$ cat config.mk
export PLATFORM = sky130hd
export DESIGN_NAME = mission_sequencer
export DESIGN_NICKNAME = d
export VERILOG_FILES = /design/src/rtl/mission_sequencer.sv
export SDC_FILE = /design/constraint.sdc
export NUM_CORES = 1
export LEC_CHECK = 0
export CAP_MARGIN = 20
export CORE_AREA = 2 2 79 81
export CTS_BUF_LIST = sky130_fd_sc_hd__clkbuf_2
export CTS_CLUSTER_SIZE = 30
export DETAILED_ROUTE_END_ITERATION = 8
export DIE_AREA = 0 0 81 83
export SYNTH_ARGS = -nofsm -noshare
export SYNTH_HDL_FRONTEND = slang
export SYNTH_SLANG_ARGS = --single-unit
$ cat constraint.sdc
create_clock -name clk -period 3.09 [get_ports clk]
set_input_delay 0.618 -clock clk [delete_from_list [all_inputs] [get_ports clk]]
set_output_delay 0.618 -clock clk [all_outputs]
set_load 0.02 [all_outputs]
$ cat src/rtl/mission_sequencer.sv
// Mission sequencer: snapshots sensor inputs, requests a stage-checker verdict,
// and advances the mission state with retry and timeout protection.
module mission_sequencer #(
  parameter int unsigned ALT_MAX   = 768,
  parameter int unsigned TIMEOUT   = 15,
  parameter int unsigned RETRY_MAX = 3
) (
  input  logic       clk,
  input  logic       rst,
  input  logic       sample_req,
  input  logic [9:0] altitude_in,
  input  logic       temp_in,
  input  logic       rad_in,
  input  logic       oxygen_in,
  input  logic       life_in,
  output logic [9:0] chk_altitude,
  output logic       chk_temp,
  output logic       chk_rad,
  output logic       chk_oxygen,
  output logic       chk_life,
  output logic       chk_scaled,
  output logic       chk_valid,
  input  logic       chk_done,
  input  logic [1:0] chk_next,
  output logic [1:0] mission_state,
  output logic       busy,
  output logic       timeout_err
);

  localparam int unsigned ALT_W = 10;
  localparam int unsigned CNT_W = 8;
  localparam int unsigned RTY_W = 3;

  localparam logic [1:0] MS_HOLD_PAD = 2'b00;
  localparam logic [1:0] MS_ASCENT   = 2'b01;
  localparam logic [1:0] MS_DEST     = 2'b10;
  localparam logic [1:0] MS_ABORT    = 2'b11;

  localparam logic [1:0] V_PROCEED = 2'b00;
  localparam logic [1:0] V_ABORT   = 2'b11;

  localparam logic [ALT_W-1:0] ALT_LIMIT = ALT_W'(ALT_MAX);
  localparam logic [CNT_W-1:0] WAIT_LAST = CNT_W'(TIMEOUT - 1);
  localparam logic [RTY_W-1:0] RTY_LIMIT = RTY_W'(RETRY_MAX);

  typedef enum logic [1:0] {
    S_IDLE,
    S_SNAP,
    S_WAIT,
    S_COMMIT
  } state_e;

  state_e             state_q, state_d;
  logic [CNT_W-1:0]   wait_cnt_q, wait_cnt_d;
  logic [RTY_W-1:0]   retry_q, retry_d;
  logic [RTY_W-1:0]   retry_inc;
  logic [1:0]         verdict_q, verdict_d;
  logic [1:0]         mission_q, mission_d;
  logic               timeout_err_q, timeout_err_d;
  logic [ALT_W-1:0]   chk_alt_q, chk_alt_d;
  logic               chk_temp_q, chk_temp_d;
  logic               chk_rad_q, chk_rad_d;
  logic               chk_oxygen_q, chk_oxygen_d;
  logic               chk_life_q, chk_life_d;
  logic               chk_scaled_q, chk_scaled_d;
  logic               chk_valid_q, chk_valid_d;
  logic               busy_q, busy_d;

  // State and datapath registers
  always_ff @(posedge clk) begin
    if (rst) begin
      state_q       <= S_IDLE;
      wait_cnt_q    <= '0;
      retry_q       <= '0;
      verdict_q     <= '0;
      mission_q     <= MS_HOLD_PAD;
      timeout_err_q <= 1'b0;
      chk_alt_q     <= '0;
      chk_temp_q    <= 1'b0;
      chk_rad_q     <= 1'b0;
      chk_oxygen_q  <= 1'b0;
      chk_life_q    <= 1'b0;
      chk_scaled_q  <= 1'b0;
      chk_valid_q   <= 1'b0;
      busy_q        <= 1'b0;
    end else begin
      state_q       <= state_d;
      wait_cnt_q    <= wait_cnt_d;
      retry_q       <= retry_d;
      verdict_q     <= verdict_d;
      mission_q     <= mission_d;
      timeout_err_q <= timeout_err_d;
      chk_alt_q     <= chk_alt_d;
      chk_temp_q    <= chk_temp_d;
      chk_rad_q     <= chk_rad_d;
      chk_oxygen_q  <= chk_oxygen_d;
      chk_life_q    <= chk_life_d;
      chk_scaled_q  <= chk_scaled_d;
      chk_valid_q   <= chk_valid_d;
      busy_q        <= busy_d;
    end
  end

  // Next-state and datapath update
  always_comb begin
    state_d       = state_q;
    wait_cnt_d    = wait_cnt_q;
    retry_d       = retry_q;
    retry_inc     = retry_q + RTY_W'(1);
    verdict_d     = verdict_q;
    mission_d     = mission_q;
    timeout_err_d = timeout_err_q;
    chk_alt_d     = chk_alt_q;
    chk_temp_d    = chk_temp_q;
    chk_rad_d     = chk_rad_q;
    chk_oxygen_d  = chk_oxygen_q;
    chk_life_d    = chk_life_q;
    chk_scaled_d  = chk_scaled_q;

    case (state_q)
      S_IDLE: begin
        if (sample_req && (mission_q != MS_ABORT)) begin
          state_d = S_SNAP;
        end
      end
      S_SNAP: begin
        if (altitude_in > ALT_LIMIT) begin
          chk_alt_d    = altitude_in >> 1;
          chk_scaled_d = 1'b1;
        end else begin
          chk_alt_d    = altitude_in;
          chk_scaled_d = 1'b0;
        end
        chk_temp_d   = temp_in;
        chk_rad_d    = rad_in;
        chk_oxygen_d = oxygen_in;
        chk_life_d   = life_in;
        wait_cnt_d   = '0;
        state_d      = S_WAIT;
      end
      S_WAIT: begin
        wait_cnt_d = wait_cnt_q + CNT_W'(1);
        // A verdict arriving on the final wait cycle still beats the timeout
        if (chk_done) begin
          verdict_d = chk_next;
          state_d   = S_COMMIT;
        end else if (wait_cnt_q == WAIT_LAST) begin
          timeout_err_d = 1'b1;
          mission_d     = MS_ABORT;
          state_d       = S_IDLE;
        end
      end
      S_COMMIT: begin
        if (verdict_q == V_PROCEED) begin
          retry_d = '0;
          if (mission_q == MS_HOLD_PAD) begin
            mission_d = MS_ASCENT;
          end else if (mission_q == MS_ASCENT) begin
            mission_d = MS_DEST;
          end
        end else if (verdict_q == V_ABORT) begin
          mission_d = MS_ABORT;
        end else begin
          retry_d = retry_inc;
          if (retry_inc == RTY_LIMIT) begin
            mission_d = MS_ABORT;
          end
        end
        state_d = S_IDLE;
      end
      default: state_d = S_IDLE;
    endcase

    chk_valid_d = (state_d == S_WAIT);
    busy_d      = (state_d != S_IDLE);
  end

  assign chk_altitude  = chk_alt_q;
  assign chk_temp      = chk_temp_q;
  assign chk_rad       = chk_rad_q;
  assign chk_oxygen    = chk_oxygen_q;
  assign chk_life      = chk_life_q;
  assign chk_scaled    = chk_scaled_q;
  assign chk_valid     = chk_valid_q;
  assign mission_state = mission_q;
  assign busy          = busy_q;
  assign timeout_err   = timeout_err_q;

endmodule

==> results of run 1 <==
-- registers in the layout, summed over array words and instances (netlist names) --
name and flops:
verdict_q 2, chk_temp 1, chk_oxygen 1, chk_altitude 10, timeout_err 1, retry_q 3, state_q 2, wait_cnt_q 8
chk_scaled 1, chk_life 1, busy 1, chk_valid 1, chk_rad 1, mission_state 2
-- placed cells by master (no fill, tap or decap), types with 5 or more instances in the layout --
master	instances
clkdlybuf4s50_1	39
dfxtp_1	35
nor2_1	28
nand2_1	16
a21oi_1	13
nand3_1	11
inv_1	10
ha_1	10
xor2_1	7
mux2i_1	7
a311oi_1	7
nand2b_1	5
clkbuf_2	5
-- power groups by stage --
stage | registers (mW) | clock network (mW) | logic, mW
floorplan | 0.562 | 0 | 0.141
global placement | 0.526 | 0 | 0.302
detailed placement | 0.526 | 0 | 0.300
CTS | 0.517 | 0.218 | 0.302
global route | 0.522 | 0.240 | 0.326
finish | 0.516 | 0.204 | 0.301
-- per-stage QoR --
step	power (mW)	utilization, %	cell area, um2
2_1_floorplan	0.703	-	1690
3_3_place_gp	0.828	36.9	2140
3_5_place_dp	0.826	36.9	2140
4_1_cts	1.04	37.6	2180
5_1_grt	1.09	37.6	2180
6_report	1.02	37.6	2180
-- cell type report --
cell class	count	area share [%]
inverters	10	1.72
clock inverters	3	0.687
clock buffers	5	1.15
repair buffers	41	18.6
well taps	75	4.30
multi-input cells	139	41.5
flip-flops and latches	35	32.1
-- cell families after synthesis --
group	after synthesis
AOI/OAI and AO/OA	37
xor gates and xnor gates	7
adders and majority gates	10
buffers and inverters	19
DFF	35
muxes	7
and+or+nand+nor	78
-- metal layers --
layer / up-vias / track usage (%)
met5: - / 0
met4: 0 / 5.08
met3: 6 / 2.93
met2: 46 / 15.0
met1: 624 / 17.2
li1: 750 / -
-- final timing paths --
path	start	to	slack (ns)	cells after the start
min	verdict_q[0]	verdict_q[0]	0.50	2
max reg2reg	wait_cnt_q[4]	chk_valid	1.48	4
max	mission_state[0]	mission_state[0]	1.01	1
min reg2reg	verdict_q[0]	verdict_q[0]	0.50	2
==> key figures, run 1 <==
Synth
  – Register area share after synthesis: 41.5%
  – Post-synthesis simple-gate area fraction: 22.6%
  – Multiplexer share of the synthesized area: 4.15%
  – Largest family of logic cells by synthesized area: simple AND/OR/NAND/NOR gates
  – Count leader, synth: dfxtp_1
  – Syn nets: 223
  – Top cells by area, synth: dfxtp_1 (41%), ha_1 (7.4%), nor2_1 (6.2%)
  – Post-synth EDFFs: 0
  – Syn Area/Cell: 8.76 um2
  – Syn Inst Count: 193
  – Top cells by count, synth: dfxtp_1 (35), nor2_1 (28), nand2_1 (16)
  – Complex-gate fraction of the synthesized area: 15.9%
  – Post-synthesis async set-or-reset flop share: 0%
  – Adder-Cell Fraction of Synth Area: 7.40%
  – Most used DFF post-synth: dfxtp_1
  – Post-Syn Area: 1690 um2
  – Xor/xnor share of the synthesized area: 3.63%
  – Synth top area share: 41.5%
  – #FFs+latches synth: 35
  – Warning count from the yosys run: 0
  – Top cell type by total area after synthesis: dfxtp_1
  – Yosys cell types: 38

Global route
  – Initial antenna violation count: 0
  – Largest net degree at the start of global routing: 25
  – Tot GR Track Use: 11.4%
  – Global-route wire length before repair: 6130 um
  – Vias in the first global route: 1312
  – Global route total overflow: 0

Place
  – Post-DP HPWL: 2620 um
  – Final RePlAce weighted congestion: 0.802
  – Setup WS pre-CTS: 0.975 ns
  – Inst Count DP: 300
  – Port Buffer Count: 39

Setup path
  – CP max stage delay: 0.63 ns
  – Crit path kind: reg2out
  – CP Data Required Time: 2.47 ns
  – CP max-delay cell: clkdlybuf4s50_1
  – Critical path cell sequence: clkdlybuf4s50_1
  – Crit end category: output pin
  – Startpoint Class: flop
  – Crit path buf inv count: 1
  – Critical path fanouts, max: 6
  – Worst endpoint data arrival time: 1.46 ns
  – CP top delay family: buffers and inverters

Floorplan
  – Die Height: 83 um
  – FP Rows: 28
  – Starting density of the core: 29.1%
  – Die X-Extent: 81 um
  – Die ar.: 6720 um2
  – Total core area: 5820 um2
  – Num ports: 40

Layout
  – Nets@finish: 262
  – Multi-input combinational cell area: 907 um2
  – Fill count: 644
  – Share of layout cells above drive strength 1: 7.30%
  – FF/Latch Area: 701 um2
  – Antenna cells: 0
  – Final std cells w/o fill: 308
  – Area grow syn2layout: 29.2%

Route
  – Total Wirelength: 3580 um
  – Post-DRT Antenna Nets: 0
  – Vias per inst: 4.63
  – Wire per inst: 11.6 um
  – Top layer in use: met4
  – DR WL met2: 1450 um
  – Drt pass-1 iters: 4
  – Via count: 1426
  – DRC: 0
  – M1 WL: 1830 um
  – WL met3: 222 um
  – Iteration-0 DRC Markers: 88

STA
  – Final Skew: 0.0133 ns
  – Setup violators final: 0
  – Setup ws final: 1.01 ns
  – Max Fclk: 482 MHz
  – RSZ-0062 raised after global routing: false
  – Final worst-path cycle share: 67.2%
  – Slew Viols, Final: 0
  – Worst-case hold slack: 0.497 ns
  – Min cycle time layout: 2.08 ns
  – Setup TNS: 0 ns
  – Worst-margin pin slew: 0.803 ns
  – Rel. slew slack: 46.3%
  – Final hold violation count: 0

Hold path
  – Min-Delay Path Class: reg2reg

Clock network
  – CTS tree: yes
  – Root Buffer: clkbuf_2
  – Clock Latency Late Sink: 0.38 ns
  – Worst-path clk slew: 0.17 ns
  – H-tree lvl count: 2
  – Post_cts resized: 0
  – Clock sink total: 35
  – CTS Buf Count: 5
  – Setup repair bufs after CTS: 0
  – Hold buffers post-CTS: 0
  – Clock buffer depth: 2

Power and ir drop
  – Leakage: 0.804 nW
  – Combinational share of power: 29.5%
  – Peak VDD IR: 0.000205 V
  – Pwr per Cell Area: 467 nW/um2
  – Clock power share: 20.0%
  – Internal power: 0.684 mW
  – Switching Share: 33.0%
  – Reg power frac: 50.5%
  – Sw Pwr: 0.336 mW

Status
  – Status: finished clean

Job
  – Max Cap Viol: 0
Power figures use the tool's default switching activity.
==> run 2, diff against run 1 <==
clock period = 2 ns   (was 3.09 ns; I/O delays follow)
==> run 2 against run 1 <==
Effect of this change: final area is 2.8% higher; final cell count rose by 1.3%; register-to-register slack got worse by 1.2 ns; global-route usage rose by 1.0 points; critical path type unchanged; flip-flop and latch count is the same; sequential power up 54%; critical path depth did not move; core utilization is 1.1 points higher; largest power group unchanged; die area unchanged; combinational power grew 57%; wire length is 6.2% higher; largest cell class unchanged.
==> key figures, run 2 (synthesis results as in run 1) <==
Status
  – Status: finished clean

STA
  – Rel. slew slack: 65.2%
  – Final worst-path cycle share: 91.7%
  – Setup violators final: 0
  – Slew Viols, Final: 0
  – RSZ-0062 raised after global routing: false
  – Setup TNS: 0 ns
  – Final hold violation count: 0
  – Final Skew: 0.0276 ns
  – Max Fclk: 546 MHz
  – Min cycle time layout: 1.83 ns
  – Worst-margin pin slew: 0.523 ns

Clock network
  – Worst-path clk slew: 0.21 ns
  – Root Buffer: clkbuf_2
  – CTS Buf Count: 5
  – Clock buffer depth: 2
  – Clock Latency Late Sink: 0.40 ns
  – Hold buffers post-CTS: 0
  – Clock sink total: 35
  – CTS tree: yes
  – H-tree lvl count: 2

Setup path
  – Worst endpoint data arrival time: 1.43 ns
  – Startpoint Class: flop
  – CP Data Required Time: 1.60 ns
  – CP max stage delay: 0.62 ns
  – Worst R2R Setup Slack: 0.31 ns
  – R2R Path Start: state_q[0]
  – CP max-delay cell: clkdlybuf4s50_1
  – Crit path kind: reg2out
  – R2R cell count: 6
  – Stages on worst setup path: 1
  – Critical path fanouts, max: 4
  – Critical path origin: mission_state[1]
  – Critical path cell sequence: clkdlybuf4s50_1
  – Crit path buf inv count: 1
  – Crit end category: output pin
  – Worst Setup EP: mission_state[1]
  – R2r endpoint: wait_cnt_q[7]
  – CP top delay family: buffers and inverters

Layout
  – Antenna cells: 0
  – Final std cells w/o fill: 312
  – Nets@finish: 266
  – Most frequent cells in the layout: clkdlybuf4s50_1 (38), dfxtp_1 (35), nor2_1 (28)
  – Max reg flops: 10
  – Area grow syn2layout: 32.9%
  – Fill count: 613
  – Share of layout cells above drive strength 1: 9.70%
  – Commonest non-fill, non-tap cell in the layout: clkdlybuf4s50_1

Floorplan
  – Die ar.: 6720 um2
  – Die Height: 83 um
  – Total core area: 5820 um2
  – Num ports: 40
  – FP Rows: 28
  – Die X-Extent: 81 um
  – Starting density of the core: 29.1%

Route
  – Total Wirelength: 3800 um
  – Vias per inst: 4.72
  – DRC: 0
  – Post-DRT Antenna Nets: 0
  – Wire per inst: 12.2 um
  – Drt pass-1 iters: 4
  – Via count: 1473
  – Iteration-0 DRC Markers: 50

Global route
  – Largest net degree at the start of global routing: 25
  – Global-route wire length before repair: 6580 um
  – Initial antenna violation count: 0
  – Vias in the first global route: 1456
  – Global route total overflow: 0
  – Tot GR Track Use: 12.5%

Place
  – Final RePlAce weighted congestion: 0.749
  – Inst Count DP: 304
  – Post-DP HPWL: 2700 um
  – Port Buffer Count: 39

Power and ir drop
  – Peak VDD IR: 0.000470 V
  – Leakage: 0.860 nW
  – Pwr per Cell Area: 777 nW/um2

Hold path
  – Min-Delay Path Class: reg2reg

Job
  – Max Cap Viol: 0
-- run 2: what timing repair did --
item,4_1_cts,5_1_grt
setup buffers,0,0
endpoints found under the hold margin,0,0
setup endpoints to repair,0,1
gates resized for setup,0,1
-- run 2: worst register-to-register path, stage by stage, from the launching register on --
cell	delay [ns]
dfxtp_1	0.46
inv_1	0.11
ha_1	0.43
and3_1	0.25
nand4_1	0.12
xor2_1	0.15
nor2_1	0.05
-- run 2: worst min-delay path by stage --
stage / start / end / slack (ns) / depth (start not counted)
finish: verdict_q[1] / verdict_q[1] / 0.49 / 2
global route: chk_altitude[9] / chk_altitude[9] / 0.51 / 2
CTS: verdict_q[1] / verdict_q[1] / 0.49 / 2
detailed placement: timeout_err / timeout_err / 0.46 / 2
global placement: timeout_err / timeout_err / 0.46 / 2
floorplan: verdict_q[1] / verdict_q[1] / 0.45 / 2
-- run 2: layout make-up --
cell class | count | area (um2) | share of cell area (%)
clock buffer | 5 | 25.0 | 1.11
clock inverter | 3 | 43.8 | 1.95
inverter | 10 | 37.5 | 1.67
multi-input combinational | 139 | 907 | 40.4
sequential | 35 | 701 | 31.2
tap | 75 | 93.8 | 4.18
timing repair buffer | 45 | 438 | 19.5
-- run 2: through the flow --
step                      hold slack [ns]  area [um2]  power [mW]  setup WS, ns  utilization (%)
after CTS                           0.493        2240        1.77        0.0455             38.6
after detailed placement            0.461        2170        1.28         0.299             37.4
final                               0.493        2250        1.75         0.167             38.6
after global routing                0.514        2250        1.85        0.0811             38.6
after floorplan                     0.453        1690        1.09         0.513                -
after global placement              0.459        2170        1.28         0.332             37.4
-- run 2: power breakdown --
group	switching, mW	internal (mW)
Clock	0.263	0.212
Sequential	0.0387	0.758
Combinational	0.247	0.227
Total	0.549	1.20
-- run 2: metal layers --
metal | up-vias | track usage [%] | wire, um
met5 | - | 0 | 0
met4 | 0 | 5.55 | 73
met3 | 8 | 3.80 | 226
met2 | 35 | 20.1 | 1730
met1 | 663 | 15.0 | 1780
li1 | 767 | - | -
